File: config.mk
export PLATFORM = sky130hd
export DESIGN_NAME = seg_scan_driver
export DESIGN_NICKNAME = d
export VERILOG_FILES = /design/src/rtl/seg_pkg.sv /design/src/rtl/seg_hex_decode.sv /design/src/rtl/seg_scan_driver.sv
export SDC_FILE = /design/constraint.sdc
export NUM_CORES = 1
export LEC_CHECK = 0
export ABC_AREA = 1
export CAP_MARGIN = 20
export CELL_PAD_IN_SITES_DETAIL_PLACEMENT = 0
export CELL_PAD_IN_SITES_GLOBAL_PLACEMENT = 1
export CORE_MARGIN = 2
export CORE_UTILIZATION = 24
export DETAILED_ROUTE_END_ITERATION = 16
export PLACE_DENSITY_LB_ADDON = 0.25
export SLEW_MARGIN = 40
export SYNTH_ARGS = -nofsm -noshare
export SYNTH_HDL_FRONTEND = slang
export SYNTH_SLANG_ARGS = --single-unit
File: constraint.sdc
create_clock -name clk -period 3.4 [get_ports clk]
set_input_delay 0.34 -clock clk [delete_from_list [all_inputs] [get_ports clk]]
set_output_delay 0.34 -clock clk [all_outputs]
set_load 0.02 [all_outputs]
File: src/rtl/seg_pkg.sv
// Shared constants for the seven-segment scan driver: active-low glyphs
// (gfedcba bit order), the blank pattern and the largest supported digit count.
package seg_pkg;

  localparam int MAX_DIGITS = 8;

  localparam logic [6:0] SEG_BLANK = 7'h7F;

  localparam logic [6:0] SEG_GLYPH [0:15] = '{
    7'h40, 7'h79, 7'h24, 7'h30,
    7'h19, 7'h12, 7'h02, 7'h78,
    7'h00, 7'h10, 7'h08, 7'h03,
    7'h46, 7'h21, 7'h06, 7'h0E
  };

endpackage

File: src/rtl/seg_hex_decode.sv
// Combinational hex nibble to active-low seven-segment glyph (gfedcba).
module seg_hex_decode
  import seg_pkg::*;
(
  input  logic [3:0] nibble,
  output logic [6:0] seg
);

  assign seg = SEG_GLYPH[nibble];

endmodule

File: src/rtl/seg_scan_driver.sv
// Multiplexed seven-segment scan driver with PWM brightness, ghosting guard and
// frame-synchronous value updates. Optional leading-zero blanking: SEG_LZB_EN.
module seg_scan_driver
  import seg_pkg::*;
#(
  parameter int DIGITS  = 4,
  parameter int CLK_DIV = 100000,
  parameter int DUTY_W  = 4
) (
  input  logic                  clk,
  input  logic                  rst_n,
  input  logic [4*DIGITS-1:0]   value,
  input  logic [DIGITS-1:0]     dp_in,
  input  logic                  load,
  input  logic [DUTY_W-1:0]     brightness,
  output logic [6:0]            seg,
  output logic [DIGITS-1:0]     an,
  output logic                  dp,
  output logic                  frame_start
);

  localparam int PRE_W = (CLK_DIV > 1) ? $clog2(CLK_DIV) : 1;
  localparam int IDX_W = (DIGITS > 1) ? $clog2(DIGITS) : 1;
  localparam int VAL_W = 4 * DIGITS;

  logic [PRE_W-1:0]  pre_q, pre_d;
  logic [IDX_W-1:0]  idx_q, idx_d;
  logic [DUTY_W-1:0] pwm_q, pwm_d;
  logic [VAL_W-1:0]  disp_val_q, disp_val_d, pend_val_q, pend_val_d;
  logic [DIGITS-1:0] disp_dp_q, disp_dp_d, pend_dp_q, pend_dp_d;
  logic              pend_valid_q, pend_valid_d;
  logic              seen_wrap_q, seen_wrap_d;
  logic [6:0]        seg_q, seg_d;
  logic [DIGITS-1:0] an_q, an_d;
  logic              dp_q, dp_d;
  logic              frame_start_q, frame_start_d;

  logic              term_cnt, frame_end, blank;
  logic [3:0]        cur_nib;
  logic              cur_dp;
  logic [6:0]        glyph;

  seg_hex_decode u_dec (
    .nibble (cur_nib),
    .seg    (glyph)
  );

  always_comb begin
    term_cnt  = (pre_q == PRE_W'(CLK_DIV - 1));
    frame_end = term_cnt && (idx_q == IDX_W'(DIGITS - 1));

    pre_d = term_cnt ? '0 : pre_q + 1'b1;
    idx_d = idx_q;
    if (term_cnt) idx_d = (idx_q == IDX_W'(DIGITS - 1)) ? '0 : idx_q + 1'b1;
    pwm_d = pwm_q + 1'b1;

    // load is a single-cycle strobe with no back-pressure; the last load
    // before a frame boundary is the one that gets displayed.
    pend_val_d   = pend_val_q;
    pend_dp_d    = pend_dp_q;
    pend_valid_d = pend_valid_q;
    disp_val_d   = disp_val_q;
    disp_dp_d    = disp_dp_q;
    if (load) begin
      pend_val_d   = value;
      pend_dp_d    = dp_in;
      pend_valid_d = 1'b1;
    end
    if (frame_end) begin
      if (load) begin
        disp_val_d = value;
        disp_dp_d  = dp_in;
      end else if (pend_valid_q) begin
        disp_val_d = pend_val_q;
        disp_dp_d  = pend_dp_q;
      end
      pend_valid_d = 1'b0;
    end
    seen_wrap_d = seen_wrap_q | frame_end;
  end

  always_comb begin
    cur_nib = 4'h0;
    cur_dp  = 1'b0;
    for (int i = 0; i < DIGITS; i++) begin
      if (idx_q == IDX_W'(i)) begin
        cur_nib = disp_val_q[i*4 +: 4];
        cur_dp  = disp_dp_q[i];
      end
    end
  end

`ifdef SEG_LZB_EN
  logic [IDX_W-1:0] msnz;
  always_comb begin
    msnz = '0;
    for (int i = 0; i < DIGITS; i++) begin
      if (disp_val_q[i*4 +: 4] != 4'h0) msnz = IDX_W'(i);
    end
    blank = (idx_q > msnz);
  end
`else
  assign blank = 1'b0;
`endif

  // Only the anode is PWM-gated; pre == 0 keeps every anode off for one cycle
  // so the previous digit's segments cannot ghost onto the next one.
  always_comb begin
    seg_d         = blank ? SEG_BLANK : glyph;
    dp_d          = ~cur_dp;
    an_d          = '1;
    if ((pwm_q < brightness) && (pre_q != '0)) an_d = ~(DIGITS'(1) << idx_q);
    frame_start_d = seen_wrap_q && (pre_q == '0) && (idx_q == '0);
  end

  always_ff @(posedge clk or negedge rst_n) begin
    if (!rst_n) begin
      pre_q         <= '0;
      idx_q         <= '0;
      pwm_q         <= '0;
      disp_val_q    <= '0;
      disp_dp_q     <= '0;
      pend_val_q    <= '0;
      pend_dp_q     <= '0;
      pend_valid_q  <= 1'b0;
      seen_wrap_q   <= 1'b0;
      seg_q         <= SEG_BLANK;
      an_q          <= '1;
      dp_q          <= 1'b1;
      frame_start_q <= 1'b0;
    end else begin
      pre_q         <= pre_d;
      idx_q         <= idx_d;
      pwm_q         <= pwm_d;
      disp_val_q    <= disp_val_d;
      disp_dp_q     <= disp_dp_d;
      pend_val_q    <= pend_val_d;
      pend_dp_q     <= pend_dp_d;
      pend_valid_q  <= pend_valid_d;
      seen_wrap_q   <= seen_wrap_d;
      seg_q         <= seg_d;
      an_q          <= an_d;
      dp_q          <= dp_d;
      frame_start_q <= frame_start_d;
    end
  end

  assign seg         = seg_q;
  assign an          = an_q;
  assign dp          = dp_q;
  assign frame_start = frame_start_q;

endmodule

==> flow_metrics.tcl, run 1 <==
set metrics [dict create \
    status "finished clean" \
    pwr_density_cell_mw_per_mm2 432.1 \
    grt_max_degree 79 \
    combPwrFrac_pct 4.4 \
    cts_root_buf "clkbuf_16" \
    ys_types 27 \
    slew_headroom_pct 50.76 \
    finalInstanceArea_mm2 0.004821 \
    layout-drive-gt1-share_pct 9.714 \
    period_share_pct 64.01 \
    synth.avg_cell_area_um2 8.141 \
    layout_setup_ws_ns 1.224 \
    gp_congestion 0.8120 \
    critPathLaunchType "flop" \
    utilization_pct 30.35 \
    yosys_warnings 0 \
    setup_viol 0 \
    initial_utilization_pct 24.60 \
    p_seq_share_pct 45.9 \
    ys_seq_area_share_pct 50.34 \
    crit_arrival_ns 2.45 \
    power_frac_clock_pct 49.7 \
    nNetsFinal 563 \
    port_buffers 39 \
    placementRows 46 \
    synth_cells 480 \
    avgViaCountPerCell 4.155 \
    num_antenna_cells 0 \
    dp_slack_ns 1.096 \
    cts_buffer_depth 2 \
    hold_class "primary input to async pin" \
    fin_cells 741 \
    die_area_mm2 0.01732 \
    cap_violations 0 \
    insertion_delay_ns 0.34 \
    wl_met3_um 409 \
    antenna_found_initial 0 \
    p_sw_mw 0.4327 \
    nFillCells 1740 \
    clock-sinks 78 \
    hold_viol 0 \
    p_leak_nw 2.401 \
    drt_pass1_iterations 4 \
    placed_area_mm2 0.004502 \
    worst_pin_slew_ns 0.7378 \
    drtIter0Drc 219 \
    routed-wl-met2_um 4249 \
    final_max_slew_viol_count 0 \
    switching_share_pct 20.77 \
    min_period_ns 2.176 \
    post_cts_buffers 0 \
    power_mw 2.083 \
    p_int_mw 1.650 \
    yosys.area.top_type "dfrtp_1" \
    area_delta_synth_final_pct 23.37 \
    tns_ns 0 \
    cts_tree "built" \
    grt_overflow_total 0 \
    grt_pass1_vias 3288 \
    vdd_drop_max_mv 0.3955 \
    hold_ws_ns 0.03747 \
    fin_skew_ns 0.005006 \
    path_max_fanout 8 \
    cts_hold_buf 0 \
    htree_levels 3 \
    vias 3079 \
    cts_buffers 9 \
    die-height_um 131.6 \
    path_clk_slew_ns 0.06 \
    routed.top_layer "met4" \
    ys_seq_elements 78 \
    io_pins 40 \
    wl_met1_um 4571 \
    synth_area_leaders "dfrtp_1, nand2_1, dfstp_2" \
    die_w_um 131.6 \
    track_usage_pct 11.85 \
    routed_wl_um 9337 \
    drc 0 \
    grt_pass1_wl_um 16310 \
    synth_area_mm2 0.003907 \
    critPathKind "flop to flop" \
    worst_setup_path_end_kind "flop" \
    cp.required_ns 3.68 \
    clock.fmax_ghz 0.4595 \
    synth_nets 523 \
    wire_per_inst_um 12.60 \
    hpwl_um 6456 \
    antenna_left 0 \
    rsz0062_at_grt "false" \
    synth.top_cell.area_share_pct 42.27 \
    dp_cells 725 \
    core_area_mm2 0.01589 \
    cts_resized 0 \
]
-- logic make-up (layout without fill, tap and decap cells) --
family                   count (synthesis)  count (layout)  synth area share (%)
XOR/XNOR                                 9               9                 2.017
AND/OR/NAND/NOR                        285             285                 31.64
AO/OA/AOI/OAI                           25              25                 3.490
flip-flops                              78              78                 50.34
buffers and inverters                   67             112                 7.397
adder cells (fa/ha/maj)                 16              16                 5.123
-- area by class of cell --
type	count	area (µm²)	share of cell area [%]
flip-flops and latches	78	1967	40.80
multi-input cells	335	1652	34.26
repair buffers	41	409.1	8.487
well taps	216	270.3	5.606
clock buffers	12	246.5	5.113
inverters	55	206.4	4.282
clock inverters	4	70.07	1.453
-- layer usage --
layer,vias to the layer above,global-route usage (%)
met5,-,0
met4,0,3.321
met3,6,4.051
met2,56,18.96
met1,1428,15.20
li1,1589,-
-- worst paths after layout --
path | slack, ns | end | from | depth (start not counted)
max reg2reg | 1.22 | seg[5] | idx_q[0] | 10
max | 1.22 | seg[5] | idx_q[0] | 10
min reg2reg | 0.44 | dp | disp_dp_q[3] | 1
min in group clk | 0.44 | dp | disp_dp_q[3] | 1
max in group asynchronous | 2.90 | pwm_q[3] | rst_n | 1
min | 0.04 | pend_val_q[3] | rst_n | 1
-- synthesized netlist by cell type (all sizes together) --
cell and n:
inv 55, dfstp 12, nor3 5, nand3b 3
xnor2 1, a21oi 13, nand3 53, dfrtp 66
or2 4, ha 16, buf 7, o21ai 12
nand2 178, xor2 8, nand4 10, clkbuf 5
nor2 32
-- registers in the layout, indices dropped and copies added (netlist names), 2 cells and up --
register,count
pend_dp_q,4
seg,7
idx_q,2
pwm_q,4
an,4
disp_dp_q,4
pend_val_q,16
pre_q,17
disp_val_q,16
-- critical path: stages (launching register included) --
cell and delay [ns]:
dfrtp_1 0.40, ha_1 0.38, inv_2 0.17, or2_2 0.30
nand2_1 0.20, inv_1 0.12, ha_1 0.23, nand3_1 0.14
nand2_1 0.07, nand2_1 0.05, nand2_1 0.05
-- cell usage in the layout (no fill, tap or decap), types with 5 or more instances in the layout --
cell type | synthesis | layout
xor2_1 | 8 | 8
clkdlybuf4s50_1 | 0 | 38
inv_1 | 49 | 49
o21ai_0 | 12 | 12
nand2_2 | 5 | 5
nor3_1 | 5 | 5
nor2_1 | 26 | 26
inv_2 | 6 | 6
dfstp_2 | 12 | 12
nand2_1 | 173 | 173
nand4_1 | 10 | 10
clkbuf_16 | 0 | 9
dfrtp_1 | 66 | 66
a21oi_1 | 12 | 12
ha_1 | 16 | 16
nand3_1 | 52 | 52
-- power by group through the flow --
stage	clock [mW]	sequential, mW	combinational, mW
global route	1.12	0.957	0.107
finish	1.04	0.955	0.0920
floorplan	0	0.971	0.0312
CTS	1.08	0.955	0.0963
global placement	0	0.971	0.0942
detailed placement	0	0.972	0.0957
(Power assumes the default switching activity.)
==> run 2: changes to the inputs <==
==> constraint.sdc (replaced) <==
create_clock -name clk -period 2.1 [get_ports clk]
set_input_delay 0.21 -clock clk [delete_from_list [all_inputs] [get_ports clk]]
set_output_delay 0.21 -clock clk [all_outputs]
set_load 0.02 [all_outputs]
==> run 2 against run 1 <==
Against the previous run: first-iteration DRC count increased by 24%; non-clock buffer count increased by 9; cell area increased by 2.0%; total power increased by 58%; via count increased by 2.3%; global-route usage decreased by 0.39 points; utilization increased by 0.60 points; critical path depth unchanged; routed wire length increased by 0.72%; sequential share of layout area decreased by 0.79 points; setup slack got worse by 1.0 ns; highest routed layer unchanged.
==> flow_metrics.tcl, run 2 (synthesis gave the netlist of run 1 again) <==
set metrics [dict create \
    slowest_stage "dfrtp_1" \
    top_register "pre_q" \
    path_max_fanout 7 \
    io_pins 40 \
    period_share_pct 91.24 \
    insertion_delay_ns 0.34 \
    die-height_um 131.6 \
    final_max_slew_viol_count 0 \
    path_clk_slew_ns 0.06 \
    drt_pass1_iterations 4 \
    grt_pass1_vias 3125 \
    post_cts_buffers 0 \
    power_mw 3.292 \
    grt_overflow_total 0 \
    cts_buffers 9 \
    slowest_delay_ns 0.45 \
    routed-wl-met2_um 4326 \
    htree_levels 3 \
    gp_congestion 0.8496 \
    num_antenna_cells 0 \
    drtIter0Drc 272 \
    min_period_ns 1.916 \
    pwr_density_cell_mw_per_mm2 669.6 \
    die_area_mm2 0.01732 \
    slew_headroom_pct 52.66 \
    cap_violations 0 \
    r2r_end "seg[3]" \
    hold_class "primary input to async pin" \
    worst_setup_path_end_kind "flop" \
    path_cells "inv_1 > ha_2 > inv_1 > nand3_1 > nand2_1 > nand2_1 > ha_1 > nand3_1 > nand3_1 > nand2_1" \
    worst_pin_slew_ns 0.7093 \
    p_leak_nw 2.439 \
    hold_viol 0 \
    hold_ws_ns 0.4028 \
    rrSetupSlack_ns 0.18 \
    antenna_found_initial 0 \
    wl_met3_um 375 \
    clock.fmax_ghz 0.5219 \
    routed.top_layer "met4" \
    rsz0062_at_grt "false" \
    core_area_mm2 0.01589 \
    grt_max_degree 41 \
    cts_root_buf "clkbuf_16" \
    wl_met1_um 4554 \
    clock-sinks 78 \
    cts_buffer_depth 2 \
    wire_per_inst_um 12.54 \
    r2r-start "idx_q[0]" \
    routed_wl_um 9404 \
    drc 0 \
    area_delta_synth_final_pct 25.81 \
    vias 3151 \
    layout-drive-gt1-share_pct 12.55 \
    die_w_um 131.6 \
    critPathLaunchType "flop" \
    setup_viol 0 \
    tns_ns 0 \
    largest_register_ffs 17 \
    reg_top3 "pre_q: 17 flops, disp_val_q: 16 flops, pend_val_q: 16 flops" \
    avgViaCountPerCell 4.201 \
    grt_pass1_wl_um 15660 \
    placementRows 46 \
    status "finished clean" \
    fin_skew_ns 0.007944 \
    cp.required_ns 2.38 \
    port_buffers 39 \
    track_usage_pct 11.46 \
    crit_arrival_ns 2.20 \
    mostFrequentLayoutCell "nand2_1" \
    cts_tree "built" \
    hpwl_um 6815 \
    antenna_left 0 \
    vdd_drop_max_mv 0.3903 \
    layout_common_cells "nand2_1, dfrtp_1, nand3_1, inv_1, clkdlybuf4s50_1" \
    ff2ff_path_depth 10 \
    critPathKind "flop to flop" \
    initial_utilization_pct 24.60 \
    nNetsFinal 572 \
]
[run 2: changes by cell type in the layout (fill, tap and decap cells not counted), moves of 2 or more]
cell	previous run	this run
buf_4	2	10
ha_1	16	12
ha_2	0	3
nand2_1	173	171
[run 2: how the worst max path moves through the flow]
stage / start / slack (ns) / endpoint
final: idx_q[0] / 0.18 / seg[3]
after detailed placement: idx_q[1] / 0.09 / seg[3]
after global routing: idx_q[0] / 0.005 / seg[6]
after global placement: idx_q[1] / 0.19 / seg[0]
after floorplan: idx_q[0] / 0.28 / seg[5]
after CTS: idx_q[1] / 0.06 / seg[3]
[run 2: cell type report]
type	instances	area [µm²]
Timing Repair Buffer	50	485.5
Sequential cell	78	1967
Clock buffer	12	256.5
Clock inverter	4	45.04
Fill cell	1710	10970
Tap cell	216	270.3
Inverter	55	206.4
Multi-Input combinational cell	335	1685
[run 2: metrics by stage]
| stage | utilization (%) | cell area (µm²) | std cells | worst slack (ns) |
|---|---|---|---|---|
| 6_report | 30.95 | 4916 | 750 | 0.1840 |
| 5_1_grt | 30.95 | 4916 | 750 | 0.005441 |
| 4_1_cts | 30.73 | 4882 | 750 | 0.05618 |
| 3_5_place_dp | 28.77 | 4571 | 733 | 0.08689 |
| 3_3_place_gp | 28.77 | 4571 | 733 | 0.1877 |
| 2_1_floorplan | - | 3908 | 480 | 0.2787 |
[run 2: layer usage]
metal / vias to the layer above / GRT usage, %
met3: 9 / 3.202
met5: - / 0
li1: 1605 / -
met4: 0 / 4.771
met2: 52 / 18.27
met1: 1485 / 14.59
[run 2: what timing repair did]
action	CTS	global route
hold buffers	1	0
gates resized for setup	0	9
endpoints found under the setup margin	0	6
hold endpoints to repair	30	0
[run 2: critical path, delay by kind of cell (launching register included)]
family                     cells  cell delay [ns]
adders and majority gates      2             0.57
DFF                            1             0.45
and+or+nand+nor                6             0.59
buffers and inverters          2             0.23
[run 2: power breakdown]
part	total, mW	switching, mW	internal, mW
clock	1.59	0.613	0.980
sequential	1.55	0.00863	1.54
combinational	0.152	0.0834	0.0682
total	3.29	0.705	2.59
